<file path="src/rtl/cnu_min_accum.sv">
// rtl/cnu_min_accum.sv - CNU min-sum row accumulator: folds NPAIR (min1,min2,cp) pairs into row min1/min2/idx
// Optional offset min-sum at the output register when OFFSET_MS_EN is defined.
module cnu_min_accum #(
  parameter int W     = 6,
  parameter int NPAIR = 4,
  parameter int IW    = 3,
  parameter int BETA  = 1
) (
  input  logic          clk,
  input  logic          rst,
  input  logic          in_valid,
  input  logic [W-2:0]  min1_in,
  input  logic [W-2:0]  min2_in,
  input  logic          cp_in,
  output logic          out_valid,
  output logic [W-2:0]  min1,
  output logic [W-2:0]  min2,
  output logic [IW-1:0] idx,
  output logic          busy
);

  localparam int M  = W - 1;
  localparam int CW = (NPAIR > 1) ? $clog2(NPAIR) : 1;

`ifdef OFFSET_MS_EN
  localparam logic [M-1:0] OFS = M'(BETA);
`else
  localparam logic [M-1:0] OFS = '0;
`endif

  logic [CW-1:0] pair_cnt;
  logic [M-1:0]  acc_min1;
  logic [M-1:0]  acc_min2;
  logic [IW-1:0] acc_idx;

  logic [IW-1:0] bi;
  logic          last;
  logic [M-1:0]  mrg_min1;
  logic [M-1:0]  mrg_min2;
  logic [IW-1:0] mrg_idx;
  logic [CW-1:0] cnt_next;

  // Floor-at-zero subtraction; identity when the offset is zero.
  function automatic logic [M-1:0] sat0(input logic [M-1:0] v);
    return (v > OFS) ? (v - OFS) : '0;
  endfunction

  assign bi       = IW'({pair_cnt, cp_in});
  assign last     = (pair_cnt == CW'(NPAIR - 1));
  assign cnt_next = last ? '0 : (pair_cnt + CW'(1));

  // Strict less-than keeps the earlier pair as min1 on ties.
  always_comb begin
    mrg_min1 = acc_min1;
    mrg_min2 = acc_min2;
    mrg_idx  = acc_idx;
    if (pair_cnt == '0) begin
      mrg_min1 = min1_in;
      mrg_min2 = min2_in;
      mrg_idx  = IW'(cp_in);
    end else if (min1_in < acc_min1) begin
      mrg_min1 = min1_in;
      mrg_min2 = (acc_min1 < min2_in) ? acc_min1 : min2_in;
      mrg_idx  = bi;
    end else begin
      mrg_min2 = (acc_min2 < min1_in) ? acc_min2 : min1_in;
    end
  end

  always_ff @(posedge clk) begin
    if (!rst) begin
      pair_cnt  <= '0;
      acc_min1  <= '0;
      acc_min2  <= '0;
      acc_idx   <= '0;
      min1      <= '0;
      min2      <= '0;
      idx       <= '0;
      out_valid <= 1'b0;
      busy      <= 1'b0;
    end else begin
      out_valid <= 1'b0;
      if (in_valid) begin
        acc_min1 <= mrg_min1;
        acc_min2 <= mrg_min2;
        acc_idx  <= mrg_idx;
        pair_cnt <= cnt_next;
        busy     <= (cnt_next != '0);
        if (last) begin
          min1      <= sat0(mrg_min1);
          min2      <= sat0(mrg_min2);
          idx       <= mrg_idx;
          out_valid <= 1'b1;
        end
      end
    end
  end

endmodule

</file>
<file path="config.mk">
export PLATFORM = sky130hd
export DESIGN_NAME = cnu_min_accum
export DESIGN_NICKNAME = d
export VERILOG_FILES = /design/src/rtl/cnu_min_accum.sv
export SDC_FILE = /design/constraint.sdc
export NUM_CORES = 1
export LEC_CHECK = 0
export BUFFER_PORTS_ARGS = -buffer_cell sky130_fd_sc_hd__buf_2
export CAP_MARGIN = 10
export CORE_ASPECT_RATIO = 0.8
export CORE_MARGIN = 3
export CORE_UTILIZATION = 55
export DETAILED_ROUTE_END_ITERATION = 16
export PLACE_DENSITY = 0.9
export SETUP_SLACK_MARGIN = 0.5
export SLEW_MARGIN = 0
export SYNTH_ARGS = -nofsm -noshare
export SYNTH_HDL_FRONTEND = slang
export SYNTH_SLANG_ARGS = --single-unit
export TNS_END_PERCENT = 30
</file>
<file path="constraint.sdc">
create_clock -name clk -period 2.6 [get_ports clk]
set_input_delay 0.13 -clock clk [delete_from_list [all_inputs] [get_ports clk]]
set_output_delay 0.13 -clock clk [all_outputs]
set_load 0.005 [all_outputs]
</file>
Word-level counts from Yosys, hierarchy flattened
Index checks and enable logic that the tools add are counted.

Word-level logic and storage cells: 32. Input bits: 14. Bits in writable memories: 0. Memories: 0. Bits in latches: 0. Register bits after elaboration: 30. Bits in read-only memories: 0. Output and inout port bits: 15.

Equal/unequal tests: 1. Shift-type cells: 0. Magnitude comparators: 5. Bitwise logic cells: 0. Multiply operators: 0. Reduce and logical (&&, ||, !) cells: 4. Div/mod/pow operators: 0. Add/sub/neg operators: 1. Muxes and demuxes: 12.

Operators with widths (count): $mux 5 (8); $lt 5x5->1 (3); $gt 5x1->1 const B (2); $mux 3 (2); $reduce_and 2->1 (2); $add 2x1->2 const B (1); $eq 2x2->1 const B (1); $logic_not 2->1 (1); $mux 2 (1); $reduce_bool 2->1 (1); $mux 1 (1).

Depth between registers and ports, before layout
Depth after elaboration: 6. Mapped depth: 9. Mapped depth without buffers: 8.

Worst setup path before layout
OpenSTA, ideal clock, no wires.

Kind: register to register. Start point: register acc_min1[2]. End point: register acc_min2[0]. Arrival: 1.757 ns. Period minus slack after synthesis: 1.894 ns. Data required time: 2.463 ns. Buffers on the path: 1. Setup time: 0.137 ns. Path slack: 0.706 ns. Stages on the path, launching flop included: 10. Cell sequence: dfxtp_1 > inv_1 > ha_1 > a21o_1 > a31oi_1 > o21a_4 > nor2_2 > buf_4 > a32oi_1 > a31oi_1.

Longest elaborated chain between the ends: 4. Elaborated cells on any way between the ends: 5. Classes of those cells: order compare: 2; mux: 3.

RTL lines: start: declaration (RTL line 32) `logic [M-1:0] acc_min1;`; start signal: assignment (RTL line 84) `acc_min1 <= mrg_min1;`; $lt 5x5->1 (RTL line 63) `mrg_min2 = (acc_min1 < min2_in) ? acc_min1 : min2_in;`; $mux 5 (RTL line 63); $mux 5 (*) (RTL line 61) `end else if (min1_in < acc_min1) begin`; $mux 5 (*) (RTL line 57) `if (pair_cnt == '0) begin`; end signal: assignment (RTL line 85) `acc_min2 <= mrg_min2;`; end: declaration (RTL line 33) `logic [M-1:0] acc_min2;`.

Every way passes the cells marked *; elsewhere a longest branch is shown, timed or not. A chain may end at the register's enable or synchronous reset.

Worst setup path after layout
Start point: register acc_min1[1]. End point: register acc_min2[3].

The elaborated chain is that of the path after synthesis.

==> impl_metrics.toml <==
[routing]
via_count = 1458
drt_iter0_markers = 174
drc = 0
routed_wire_length_per_instance_um = 14.7
drtPass1Iterations = 4
total_wirelength_um = 3680
antenna_left = 0
vias_per_cell = 5.83

[worst_setup_path]
timing.setup.critical_path_class = "register to register"
cpPeakStageDelay_ns = 0.43
critPathTopFamily = "compound AO/OA/AOI/OAI gates"
crit_fanout = 5
ff2ff_setup_slack_ns = 0.55
start_kind = "register"
end_kind = "register"
worst_ep_required_time_ns = 2.81
ff2ff_path_depth = 7
path_buf_inv = 0
crit_path_frequent_cell = "sky130_fd_sc_hd__a21o_1"
slowest_stage_cell_crit_path = "sky130_fd_sc_hd__dfxtp_1"
reg2reg_to = "acc_min2[3]"
critPathArrivalTime_ns = 2.26
path_cells = "ha_1, o211ai_1, o21ai_0, a21o_1, a21o_1, a221o_1, a21oi_1"
critical_path.reg2reg.startpoint = "acc_min1[1]"

[logic_synthesis]
adder_and_majority_cell_fraction_of_the_synthesized_area_pct = 11.6
synth_nets = 216
synthArstFlopShare_pct = 0
post_synth_most_frequent_cells = "sky130_fd_sc_hd__dfxtp_1, sky130_fd_sc_hd__a21oi_1, sky130_fd_sc_hd__nor2_1"
synthMostInstantiatedCell = "sky130_fd_sc_hd__dfxtp_1"
synth_compound_area_share_pct = 24.4
synth.mux.area_fraction_pct = 9.60
yosys_most_used_dff = "sky130_fd_sc_hd__dfxtp_1"
yosysTopAreaCell = "sky130_fd_sc_hd__dfxtp_1"
synth.top_cells.by_area = "sky130_fd_sc_hd__dfxtp_1, sky130_fd_sc_hd__ha_1, sky130_fd_sc_hd__mux2i_1"
ys_seq_area_share_pct = 37.2
synth.avg_cell_area_sq_um = 8.64
synth.distinct_cells = 31
netlist_area_sq_um = 1620
synthCells = 187
synth_xor_xnor_area_share_pct = 0
synth-warning-count = 0
yosys.area_share.simple_pct = 11.0
combinational_family_with_the_most_area_after_synthesis = "compound AO/OA/AOI/OAI gates"
synth_top_area_share_pct = 37.2
synth_enable_flop_cells = 0
flops_latches_synth = 30

[power_and_ir_drop]
power.combinational.fraction_pct = 20.1
net-switching-power_mw = 0.320
seq_power_share_pct = 45.4
power-per-cell-area_nw_per_um2 = 589
cell_internal_pwr_mw = 0.784
static-leakage-power_nw = 0.860
power.switching_fraction_pct = 29.0
p_clk_share_pct = 34.5
irDropWorstVdd_uv = 388

[die]
dieArea_sq_um = 3630
std_cell_rows = 16
floorplan.initialDensity_pct = 61.6
die_height_um = 54.5
fp.coreArea_sq_um = 2620
die_w_um = 66.6
io_pins = 29

[place]
pre_cts_ws_ns = 0.506
port_buffers = 28
place_hpwl_um = 2730
globalplace.congestion = 0.925

[sta]
grt_setup_unrepaired = "yes"
fin_setup_tns_ns = 0
ratio_of_final_minimum_period_to_clock_period_pct = 78.9
fin_ws_ns = 0.548
final_max_slew_viol_count = 0
timing.max_slew.rel_slack_pct = 55.6
final.min_clock_period_ns = 2.05
final-setup-viol-count = 0
worst_pin_slew_ns = 0.666
hold_violations = 0
fmaxAchievable_mhz = 487
finalClockSkew_ns = 0.00423

[global_routing]
grt_busiest_layer = "met1"
grt_use_met3_pct = 6.37
globalRouteOverflowTotal = 0
grt_antenna_before_repair = 0
grt_first_pass_wirelength_um = 6290
met2_grt_util_pct = 32.7
use_met1_pct = 34.0
grt_max_degree = 23
grt_pass1_vias = 1389
grt_use_total_pct = 23.1

[clocking]
cts-buffers-inserted = 5
clk_transition_reported_paths_ns = 0.06
cts_tree = "yes"
ctsHoldBuffers = 0
cts_buffer_depth = 2
cts_max_level = 2
clock_sink_count = 30
clock-root-buffer = "sky130_fd_sc_hd__clkbuf_8"
clk-insertion-delay-late_ns = 0.28

[hold_path]
hold_start = "min2_in[4]"
hold_depth = 3
end_of_the_worst_hold_path = "acc_min2[4]"
worstHoldPathType = "input pin to register"

[cells_and_area]
drive_gt1_share_pct = 22.4
n_antenna_cell = 0
area_delta_synth_final_pct = 15.9
postLayoutCoreUtil_pct = 71.5
final_nets = 242

[status]
status = "finished clean"

[run]
max_cap_violations = 0
-- cells in the final DEF (no fill, tap or decap), types with 2 or more instances in the layout --
cell type	n
sky130_fd_sc_hd__a21oi_1	18
sky130_fd_sc_hd__a21o_1	4
sky130_fd_sc_hd__buf_2	28
sky130_fd_sc_hd__inv_1	15
sky130_fd_sc_hd__o21ai_0	12
sky130_fd_sc_hd__mux2i_1	11
sky130_fd_sc_hd__ha_1	15
sky130_fd_sc_hd__a31oi_1	9
sky130_fd_sc_hd__mux2_2	4
sky130_fd_sc_hd__dfxtp_1	29
sky130_fd_sc_hd__nand2b_1	2
sky130_fd_sc_hd__clkbuf_8	6
sky130_fd_sc_hd__a32oi_1	4
sky130_fd_sc_hd__o21ai_2	2
sky130_fd_sc_hd__nor2_1	16
sky130_fd_sc_hd__nand2_1	12
sky130_fd_sc_hd__a211oi_1	6
sky130_fd_sc_hd__or3_1	4
-- power groups by stage --
stage / Combinational (mW) / Clock [mW] / Sequential (mW)
floorplan: 0.160 / 0 / 0.504
global placement: 0.204 / 0 / 0.508
detailed placement: 0.209 / 0 / 0.510
CTS: 0.211 / 0.384 / 0.500
global route: 0.249 / 0.405 / 0.504
finish: 0.222 / 0.380 / 0.501
-- metrics by stage --
stage | hold WS [ns] | std cells | power, mW | instance area [sq um]
finish | 0.145 | 250 | 1.10 | 1870
global route | 0.172 | 250 | 1.16 | 1870
floorplan | 0.274 | 187 | 0.664 | 1620
global placement | 0.396 | 242 | 0.712 | 1760
CTS | 0.146 | 250 | 1.10 | 1860
detailed placement | 0.418 | 242 | 0.719 | 1760
-- flip-flops by register name, summed over array words and instances (netlist names) --
name       flops
acc_min1       5
min2           5
idx            3
busy           1
pair_cnt       2
acc_min2       5
out_valid      1
min1           5
acc_idx        3
-- cell type report --
type,instances,area [sq um]
Timing Repair Buffer,28,140
Multi-Input combinational cell,131,932
Clock inverter,1,5.00
Fill cell,210,748
Clock buffer,7,86.3
Tap cell,36,45.0
Sequential cell,30,602
Inverter,17,63.8
-- per-layer routing --
metal | share of wire (%) | wire length, um | up-vias
li1 | - | - | 720
met5 | 0 | 0 | -
met4 | 0.27 | 10 | 0
met2 | 41 | 1500 | 57
met3 | 8.5 | 313 | 2
met1 | 51 | 1860 | 679
-- timing repair --
action,CTS,global route
setup buffers,0,0
endpoints found under the setup margin,0,20
resized for setup,0,5
-- worst min-delay path: stages --
cell,delay (ns)
sky130_fd_sc_hd__buf_2,0.10
sky130_fd_sc_hd__nand2_1,0.07
sky130_fd_sc_hd__a31oi_1,0.08
-- cells by family after synthesis --
| group | count (synthesis) |
|---|---|
| muxes | 15 |
| AOI/OAI and AO/OA | 61 |
| buffers and inverters | 26 |
| DFF | 30 |
| and+or+nand+nor | 40 |
| adders and majority gates | 15 |
-- how the worst max path moves through the flow --
stage | startpoint | to | slack (ns) | cells after the start
4_1_cts | acc_min1[2] | min2[3] | 0.51 | 8
2_1_floorplan | acc_min1[2] | acc_min2[0] | 0.71 | 9
6_report | acc_min1[1] | acc_min2[3] | 0.55 | 7
3_5_place_dp | acc_min1[2] | acc_min2[3] | 0.51 | 8
5_1_grt | acc_min1[1] | min2[3] | 0.41 | 7
3_3_place_gp | acc_min1[2] | min2[3] | 0.60 | 8
(Power assumes the default switching activity.)
